<file path="src/rtl/gate_occupancy_counter.sv">
// Two-beam doorway counter: synchronise and debounce the beams, decode traversals, keep a saturating head count.
// Latency: raw beam change to filtered change 2+DEBOUNCE cycles, plus one registered cycle to the event pulses; no backpressure.
module gate_occupancy_counter #(
    parameter int CNT_W    = 8,
    parameter int MAX_OCC  = 200,
    parameter int DEBOUNCE = 4
) (
    input  logic             CLK,
    input  logic             RESET,
    input  logic [1:0]       G,
    output logic [CNT_W-1:0] OCCUPANCY,
    output logic             FULL,
    output logic             EMPTY,
    output logic             ENTRY_PULSE,
    output logic             EXIT_PULSE,
    output logic             SEQ_ERR,
    output logic             SAT
);

    localparam int                DB_W    = (DEBOUNCE > 1) ? $clog2(DEBOUNCE) : 1;
    localparam logic [DB_W-1:0]   DB_LAST = DB_W'(DEBOUNCE - 1);
    localparam logic [CNT_W-1:0]  MAX_C   = CNT_W'(MAX_OCC);

    typedef enum logic [2:0] {
        S_IDLE, S_IN1, S_IN2, S_IN3, S_OUT1, S_OUT2, S_OUT3, S_WAIT
    } state_t;

    logic [1:0]            sync1_q, sync1_d, sync2_q, sync2_d;
    logic [1:0][DB_W-1:0]  db_cnt_q, db_cnt_d;
    logic [1:0]            f_q, f_d, f_prev_q, f_prev_d;
    state_t                state_q, state_d;
    logic [CNT_W-1:0]      occ_q, occ_d;
    logic                  full_q, full_d, empty_q, empty_d;
    logic                  entry_q, entry_d, exit_q, exit_d, err_q, err_d, sat_q, sat_d;
    logic                  f_chg, ev_entry, ev_exit, ev_err;

    always_comb begin
        sync1_d  = G;
        sync2_d  = sync1_q;
        f_prev_d = f_q;
        f_d      = f_q;
        db_cnt_d = '0;
        // The counter only runs while the synced bit disagrees with the filtered bit.
        for (int b = 0; b < 2; b++) begin
            if (sync2_q[b] != f_q[b]) begin
                if (db_cnt_q[b] == DB_LAST) begin
                    f_d[b] = ~f_q[b];
                end else begin
                    db_cnt_d[b] = db_cnt_q[b] + 1'b1;
                end
            end
        end
        f_chg = (f_q != f_prev_q);
    end

    always_comb begin
        state_d = state_q;
        if (f_chg) begin
            case (state_q)
                S_IDLE: case (f_q)
                    2'b01:   state_d = S_IN1;
                    2'b10:   state_d = S_OUT1;
                    2'b11:   state_d = S_WAIT;
                    default: ;
                endcase
                S_IN1: case (f_q)
                    2'b00:   state_d = S_IDLE;
                    2'b11:   state_d = S_IN2;
                    default: state_d = S_WAIT;
                endcase
                S_IN2: case (f_q)
                    2'b10:   state_d = S_IN3;
                    2'b01:   state_d = S_IN1;
                    default: state_d = S_WAIT;
                endcase
                S_IN3: case (f_q)
                    2'b00:   state_d = S_IDLE;
                    2'b11:   state_d = S_IN2;
                    default: state_d = S_WAIT;
                endcase
                S_OUT1: case (f_q)
                    2'b00:   state_d = S_IDLE;
                    2'b11:   state_d = S_OUT2;
                    default: state_d = S_WAIT;
                endcase
                S_OUT2: case (f_q)
                    2'b01:   state_d = S_OUT3;
                    2'b10:   state_d = S_OUT1;
                    default: state_d = S_WAIT;
                endcase
                S_OUT3: case (f_q)
                    2'b00:   state_d = S_IDLE;
                    2'b11:   state_d = S_OUT2;
                    default: state_d = S_WAIT;
                endcase
                default: if (f_q == 2'b00) state_d = S_IDLE;
            endcase
        end
    end

    always_comb begin
        ev_entry = 1'b0;
        ev_exit  = 1'b0;
        ev_err   = 1'b0;
        if (f_chg) begin
            case (state_q)
                S_IDLE:  ev_err = (f_q == 2'b11);
                S_IN1:   ev_err = (f_q == 2'b10);
                S_IN2:   ev_err = (f_q == 2'b00);
                S_IN3: begin
                    ev_err   = (f_q == 2'b01);
                    ev_entry = (f_q == 2'b00);
                end
                S_OUT1:  ev_err = (f_q == 2'b01);
                S_OUT2:  ev_err = (f_q == 2'b00);
                S_OUT3: begin
                    ev_err  = (f_q == 2'b10);
                    ev_exit = (f_q == 2'b00);
                end
                default: ;
            endcase
        end
    end

    always_comb begin
        occ_d   = occ_q;
        entry_d = 1'b0;
        exit_d  = 1'b0;
        sat_d   = 1'b0;
        err_d   = ev_err;
        if (ev_entry) begin
            if (occ_q < MAX_C) begin
                occ_d   = occ_q + 1'b1;
                entry_d = 1'b1;
            end else begin
                sat_d = 1'b1;
            end
        end
        if (ev_exit) begin
            if (occ_q != '0) begin
                occ_d  = occ_q - 1'b1;
                exit_d = 1'b1;
            end else begin
                sat_d = 1'b1;
            end
        end
        full_d  = (occ_d == MAX_C);
        empty_d = (occ_d == '0);
    end

    always_ff @(posedge CLK) begin
        if (RESET) begin
            sync1_q  <= '0;
            sync2_q  <= '0;
            db_cnt_q <= '0;
            f_q      <= '0;
            f_prev_q <= '0;
            state_q  <= S_IDLE;
            occ_q    <= '0;
            full_q   <= 1'b0;
            empty_q  <= 1'b1;
            entry_q  <= 1'b0;
            exit_q   <= 1'b0;
            err_q    <= 1'b0;
            sat_q    <= 1'b0;
        end else begin
            sync1_q  <= sync1_d;
            sync2_q  <= sync2_d;
            db_cnt_q <= db_cnt_d;
            f_q      <= f_d;
            f_prev_q <= f_prev_d;
            state_q  <= state_d;
            occ_q    <= occ_d;
            full_q   <= full_d;
            empty_q  <= empty_d;
            entry_q  <= entry_d;
            exit_q   <= exit_d;
            err_q    <= err_d;
            sat_q    <= sat_d;
        end
    end

    assign OCCUPANCY   = occ_q;
    assign FULL        = full_q;
    assign EMPTY       = empty_q;
    assign ENTRY_PULSE = entry_q;
    assign EXIT_PULSE  = exit_q;
    assign SEQ_ERR     = err_q;
    assign SAT         = sat_q;

endmodule

</file>
<file path="config.mk">
export PLATFORM = sky130hd
export DESIGN_NAME = gate_occupancy_counter
export DESIGN_NICKNAME = d
export VERILOG_FILES = /design/src/rtl/gate_occupancy_counter.sv
export SDC_FILE = /design/constraint.sdc
export NUM_CORES = 1
export LEC_CHECK = 0
export CAP_MARGIN = 20
export CORE_MARGIN = 4
export CORE_UTILIZATION = 50
export CTS_CLUSTER_SIZE = 8
export DETAILED_ROUTE_END_ITERATION = 10
export PLACE_DENSITY = 0.72
export SETUP_SLACK_MARGIN = 0.1
export SLEW_MARGIN = 20
export SYNTH_ARGS = -nofsm -noshare
export SYNTH_HDL_FRONTEND = slang
export SYNTH_SLANG_ARGS = --single-unit
</file>
<file path="constraint.sdc">
create_clock -name CLK -period 7.5 [get_ports CLK]
set_clock_uncertainty 0.15 [all_clocks]
set_input_delay 1.125 -clock CLK [delete_from_list [all_inputs] [get_ports CLK]]
set_output_delay 1.125 -clock CLK [all_outputs]
set_load 0.005 [all_outputs]
</file>
==> metrics.md, run 1 <==
| Metric | Value |
|---|---|
| Syn Area/Cell | 9.47 um2 |
| Vias per cell | 5.75 |
| Antenna violations before repair | 0 |
| Final hold violations | 0 |
| Setup TNS Final | 0 ps |
| Critical path, cell by cell | inv_1 -> ha_1 -> and4b_1 -> o211a_1 -> a32oi_1 -> xor2_1 -> o211ai_1 -> o41ai_2 |
| Leak | 0.807 nW |
| Post-DP HPWL | 2770 um |
| Hold buffer count at CTS | 0 |
| Most instantiated library cell after synthesis | dfxtp_1 |
| Crit path capture type | flip-flop |
| Maximum VDD drop | 0.0849 mV |
| Post-synth top area cell | dfxtp_1 |
| CP top delay family | compound AO/OA/AOI/OAI gates |
| Rows | 20 |
| Main synth FF type | dfxtp_1 |
| R2R Setup Slk | 4630 ps |
| Vias in the first global route | 1,336 |
| Critical path's slowest cell | dfxtp_1 |
| RSZ-0062 raised after global routing | false |
| Sequential area share after synthesis | 0.339 |
| Gpl congestion | 0.869 |
| H-tree depth | 2 |
| Worst Setup Slack, final | 4630 ps |
| CTS resizes | 0 |
| Slew headroom | 0.454 |
| CTS tree | yes |
| Dpl ws | 4570 ps |
| Clk buf depth | 2 |
| Pin count of the biggest net entering global routing | 25 |
| Final Setup Violations | 0 |
| Clock tree sinks | 29 |
| Number of buffers and inverters on the critical path | 1 |
| Drt wl/cell | 14.9 um |
| Fin crit period | 2870 ps |
| Root buffer cell | clkbuf_4 |
| Fraction of layout cells with a size suffix above 1 | 0.121 |
| Core box area | 3150 um2 |
| Ports | 18 |
| Die width | 66.6 um |
| Cells after Synth | 181 |
| Post-synth ARST share | 0 |
| Synthesized net count | 199 |
| Starting Density | 0.544 |
| All-Layer GR Usage | 0.179 |
| Critical Path AT | 2940 ps |
| Via count | 1,398 |
| Global-route wire length before repair | 6090 um |
| Outcome | finished, final reports clean |
| Hold Startpoint | db_cnt_q[0] |
| Seq cells post-synth | 29 |
| Worst Reg-to-Reg Cells | 8 |
| Antenna Nets Post-Route | 0 |
| Setup bufs post-CTS | 0 |
| Area contributors post-synth | dfxtp_1 (34%), ha_1 (10%), nor2_1 (5.0%), inv_1 (2.6%), mux2i_1 (2.3%) |
| Drt total wl | 3610 um |
| CP Class | reg2reg |
| CTS Buf Count | 5 |
| Worst-path clk slew | 100 ps |
| WP depth | 8 |
| Critical path's largest stage delay | 560 ps |
| Drc violations | 0 |
| Warnings from Yosys | 0 |
| Count of cell types in the netlist | 54 |
| IO buf count | 17 |
| Fin util | 0.628 |
| Die area | 4430 um2 |
| Pins Over Slew Limit | 0 |
| Worst-Margin Slew | 816 ps |
| Initial DRC count | 78 |
| EDFF count, synth | 0 |
| Commonest cells post-synth | dfxtp_1 (29), nor2_1 (23), ha_1 (14), inv_1 (12), nor3_1 (8) |
| Max frequency | 0.349 GHz |
| Setup crit start | f_prev_d[0] |
| End of the critical path | EMPTY |
| Ant. Diodes | 0 |
| Clk Latency, worst-skew pair | 320 ps |
| Worst flop-to-flop path startpoint | f_prev_d[0] |
| CP required | 7570 ps |
| PwrDens | 149 nW/um2 |
| Mapped Area | 1710 um2 |
| Final #Nets | 216 |
| Max-cap violations | 0 |
| Die height | 66.6 um |
| CP startpoint kind | flip-flop |
| Largest fanout on the critical path | 7 |
| Critical R2R Capture | EMPTY |
| Worst min path class | reg2reg |
| Yosys top cell area share | 0.339 |
| 1st-pass router iterations | 4 |
| Grt ovf | 0 |
| Crit share post-route | 0.382 |
| Synth-to-Final Area Change | 15.5% |
layout by cell type (no fill, tap or decap), types with 2 or more instances in the layout:
cell and count:
o211ai_1 3, mux2i_1 4, o2111ai_1 2, nor2_1 23
xor2_2 2, xnor2_1 4, o21ai_1 2, nor3_1 8
clkbuf_4 5, nand3_1 4, xor2_1 3, a22oi_1 4
or3_1 4, nor2b_1 5, o21a_1 2, clkdlybuf4s50_1 17
nand2_1 7, nand4_1 4, inv_1 12, ha_1 14
a21oi_1 3, o211a_1 2, a211oi_1 2, dfxtp_1 29
o311ai_0 3
worst min-delay path by stage:
stage / depth (start not counted) / slack (ps) / endpoint
after floorplan: 1 / 250 / db_cnt_q[0]
after global placement: 1 / 250 / db_cnt_q[0]
after detailed placement: 1 / 270 / db_cnt_q[0]
after CTS: 1 / 280 / db_cnt_q[0]
after global routing: 1 / 310 / db_cnt_q[0]
final: 1 / 280 / db_cnt_q[0]
cells by family after synthesis:
group,Yosys count,synth area share
flops,29,0.339
mux,5,0.0365
buf+inv,20,0.0562
xor+xnor,9,0.0547
fa+ha+maj,14,0.102
compound gates,36,0.190
simple gates,68,0.222
per-stage QoR:
step	instances	hold WS, ps	area (um2)	total power, W
2_1_floorplan	181	247	1710	0.000162
3_3_place_gp	235	255	1890	0.000165
3_5_place_dp	235	269	1890	0.000165
4_1_cts	243	283	1980	0.000298
5_1_grt	243	308	1980	0.000307
6_report	243	276	1980	0.000295
power breakdown:
group / total (W) / internal (W) / switching (W)
clock network: 0.000134 / 0.0000792 / 0.0000546
logic: 0.00000546 / 0.00000258 / 0.00000288
registers: 0.000156 / 0.000155 / 0.000000522
total: 0.000295 / 0.000237 / 0.0000580
routing by layer:
metal  GRT usage  part of all wire  up-vias
met5           0                 0        -
met4      0.0609             0.011        0
met3      0.0472             0.048        7
met2       0.321              0.51       32
met1       0.202              0.43      663
li1            -                 -      696
flip-flops by register name (all words and copies together) (netlist names):
name and cells:
EMPTY 1, ENTRY_PULSE 1, EXIT_PULSE 1, FULL 1
OCCUPANCY 8, SAT 1, SEQ_ERR 1, db_cnt_q 4
f_prev_d 2, f_prev_q 2, state_q 3, sync1_q 2
sync2_q 2
final cells by class:
type	count	area (um2)
inverters	13	48.8
clock buffers	6	51.3
multi-input cells	132	1040
repair buffers	17	170
clock inverters	2	37.5
fillers	319	1170
flip-flops and latches	29	581
well taps	44	55.1
Note: power is estimated with default switching activity, not from simulation.
==> run 2, diff against run 1 <==
- clock period: 7.5 -> 2.9 ns (I/O delays scaled with it)
==> run 2 against run 1 <==
Flip-flop and latch count unchanged. Die area is the same. Combinational power grew to 2.9 times the previous value. Worst hold slack got worse by 3.3 ps. Sequential share of layout area rose by 0.063 points. Utilization stayed put. Via count rose by 3.0%. Register-to-register slack worse by 4200 ps. Largest power group unchanged.
==> metrics.md, run 2 (synthesis gave the netlist of run 1 again) <==
| Metric | Value |
|---|---|
| IO buf count | 17 |
| CTS Buf Count | 5 |
| Post-Layout Cell Count | 244 |
| Grt ovf | 0 |
| Reg power frac | 0.541 |
| Maximum VDD drop | 0.315 mV |
| Max FFs per register | 8 |
| Slew headroom | 0.672 |
| Via count | 1,440 |
| Largest fanout on the critical path | 8 |
| CTS tree | yes |
| Hold Startpoint | db_cnt_q[0] |
| Worst min path class | reg2reg |
| RSZ-0062 raised after global routing | false |
| CP startpoint kind | flip-flop |
| Die area | 4430 um2 |
| Critical path's slowest cell | dfxtp_2 |
| Worst Reg-to-Reg Cells | 8 |
| Filler instances | 285 |
| Fraction of layout cells with a size suffix above 1 | 0.130 |
| Core box area | 3150 um2 |
| 1st-pass router iterations | 4 |
| Leak | 0.815 nW |
| Vias in the first global route | 1,376 |
| Die height | 66.6 um |
| Hold buffer count at CTS | 0 |
| CP top delay family | compound AO/OA/AOI/OAI gates |
| PwrDens | 376 nW/um2 |
| Number of buffers and inverters on the critical path | 1 |
| Crit share post-route | 0.868 |
| Fin crit period | 2520 ps |
| Hold depth | 1 |
| Crit path capture type | flip-flop |
| Antenna violations before repair | 0 |
| Critical Path AT | 2610 ps |
| Rows | 20 |
| Critical path's largest stage delay | 430 ps |
| Clock tree sinks | 29 |
| WP depth | 8 |
| Post-DP HPWL | 2810 um |
| Setup TNS Final | 0 ps |
| Drt wl/cell | 15.3 um |
| Most common library cell in the layout ignoring fill and taps | dfxtp_1 |
| Root buffer cell | clkbuf_4 |
| Final hold violations | 0 |
| Global-route wire length before repair | 6240 um |
| Switching share of power | 0.215 |
| Final Setup Violations | 0 |
| Pwr Total | 0.000744 W |
| Outcome | finished, final reports clean |
| Initial DRC count | 155 |
| Worst-path clk slew | 90 ps |
| Comb pwr share | 0.021 |
| Die width | 66.6 um |
| Setup crit start | f_prev_d[1] |
| All-Layer GR Usage | 0.190 |
| Final #Nets | 218 |
| Max frequency | 0.397 GHz |
| CP Class | reg2reg |
| Antenna Nets Post-Route | 0 |
| Drt total wl | 3740 um |
| Worst-Margin Slew | 491 ps |
| Ports | 18 |
| Starting Density | 0.544 |
| Gpl congestion | 0.895 |
| DP Cell Count | 237 |
| H-tree depth | 2 |
| Pin count of the biggest net entering global routing | 16 |
| Clk buf depth | 2 |
| Vias per cell | 5.90 |
| Internal power | 0.000584 W |
| Clock power share | 0.437 |
| Ant. Diodes | 0 |
| Drc violations | 0 |
| Worst flop-to-flop path startpoint | f_prev_d[1] |
| Max-cap violations | 0 |
| Pins Over Slew Limit | 0 |
| P_sw | 0.000160 W |
| Clk Latency, worst-skew pair | 340 ps |
| Synth-to-Final Area Change | 15.5% |
| Critical path, cell by cell | inv_1 -> ha_1 -> and4b_1 -> o211a_1 -> a2111oi_4 -> a311o_2 -> o211ai_1 -> o41ai_2 |
| Commonest cells after routing, fill and taps aside | dfxtp_1 (28), nor2_1 (23), clkdlybuf4s50_1 (17) |
| CP required | 3000 ps |
-- run 2: power groups by stage --
stage	Clock [W]	Combinational, W	Sequential (W)
3_3_place_gp	0	0.0000159	0.000412
4_1_cts	0.000333	0.0000165	0.000403
3_5_place_dp	0	0.0000162	0.000412
5_1_grt	0.000349	0.0000177	0.000404
2_1_floorplan	0	0.00000834	0.000412
6_report	0.000325	0.0000159	0.000403
-- run 2: cell type report --
class | count | area, um2 | share of cell area
Clock buffer | 5 | 37.5 | 0.0190
Clock inverter | 2 | 35.0 | 0.0177
Inverter | 13 | 48.8 | 0.0246
Multi-Input combinational cell | 132 | 1040 | 0.524
Sequential cell | 29 | 582 | 0.294
Tap cell | 44 | 55.1 | 0.0278
Timing Repair Buffer | 19 | 185 | 0.0935
-- run 2: final timing paths --
kind / endpoint / slack (ps)
setup / recovery: EMPTY / 380
hold / removal: db_cnt_q[0] / 270
setup reg to reg: EMPTY / 380
hold reg to reg: db_cnt_q[0] / 270
-- run 2: repair_timing --
item,CTS,global route
hold endpoints to repair,0,0
setup endpoints to repair,0,1
gates resized for setup,0,1
setup buffers,0,0
-- run 2: per-stage QoR --
step	area, um2	hold WS (ps)	utilization	worst slack, ps
2_1_floorplan	1710	247	-	482
3_3_place_gp	1910	255	0.605	381
3_5_place_dp	1910	266	0.605	261
4_1_cts	1980	279	0.628	237
5_1_grt	1980	308	0.628	211
6_report	1980	273	0.628	383
-- run 2: routing by layer --
| layer | GRT usage | vias up | wire, um |
|---|---|---|---|
| met5 | 0 | - | 0 |
| met4 | 0.117 | 0 | 129 |
| met3 | 0.0573 | 16 | 171 |
| met2 | 0.313 | 40 | 1860 |
| met1 | 0.212 | 684 | 1580 |
| li1 | - | 700 | - |
-- run 2: worst register-to-register path: stages, from the launching register on --
cell and delay [ps]:
dfxtp_2 430, inv_1 120, ha_1 270, and4b_1 270, o211a_1 230, a2111oi_4 350, a311o_2 160, o211ai_1 140
o41ai_2 330
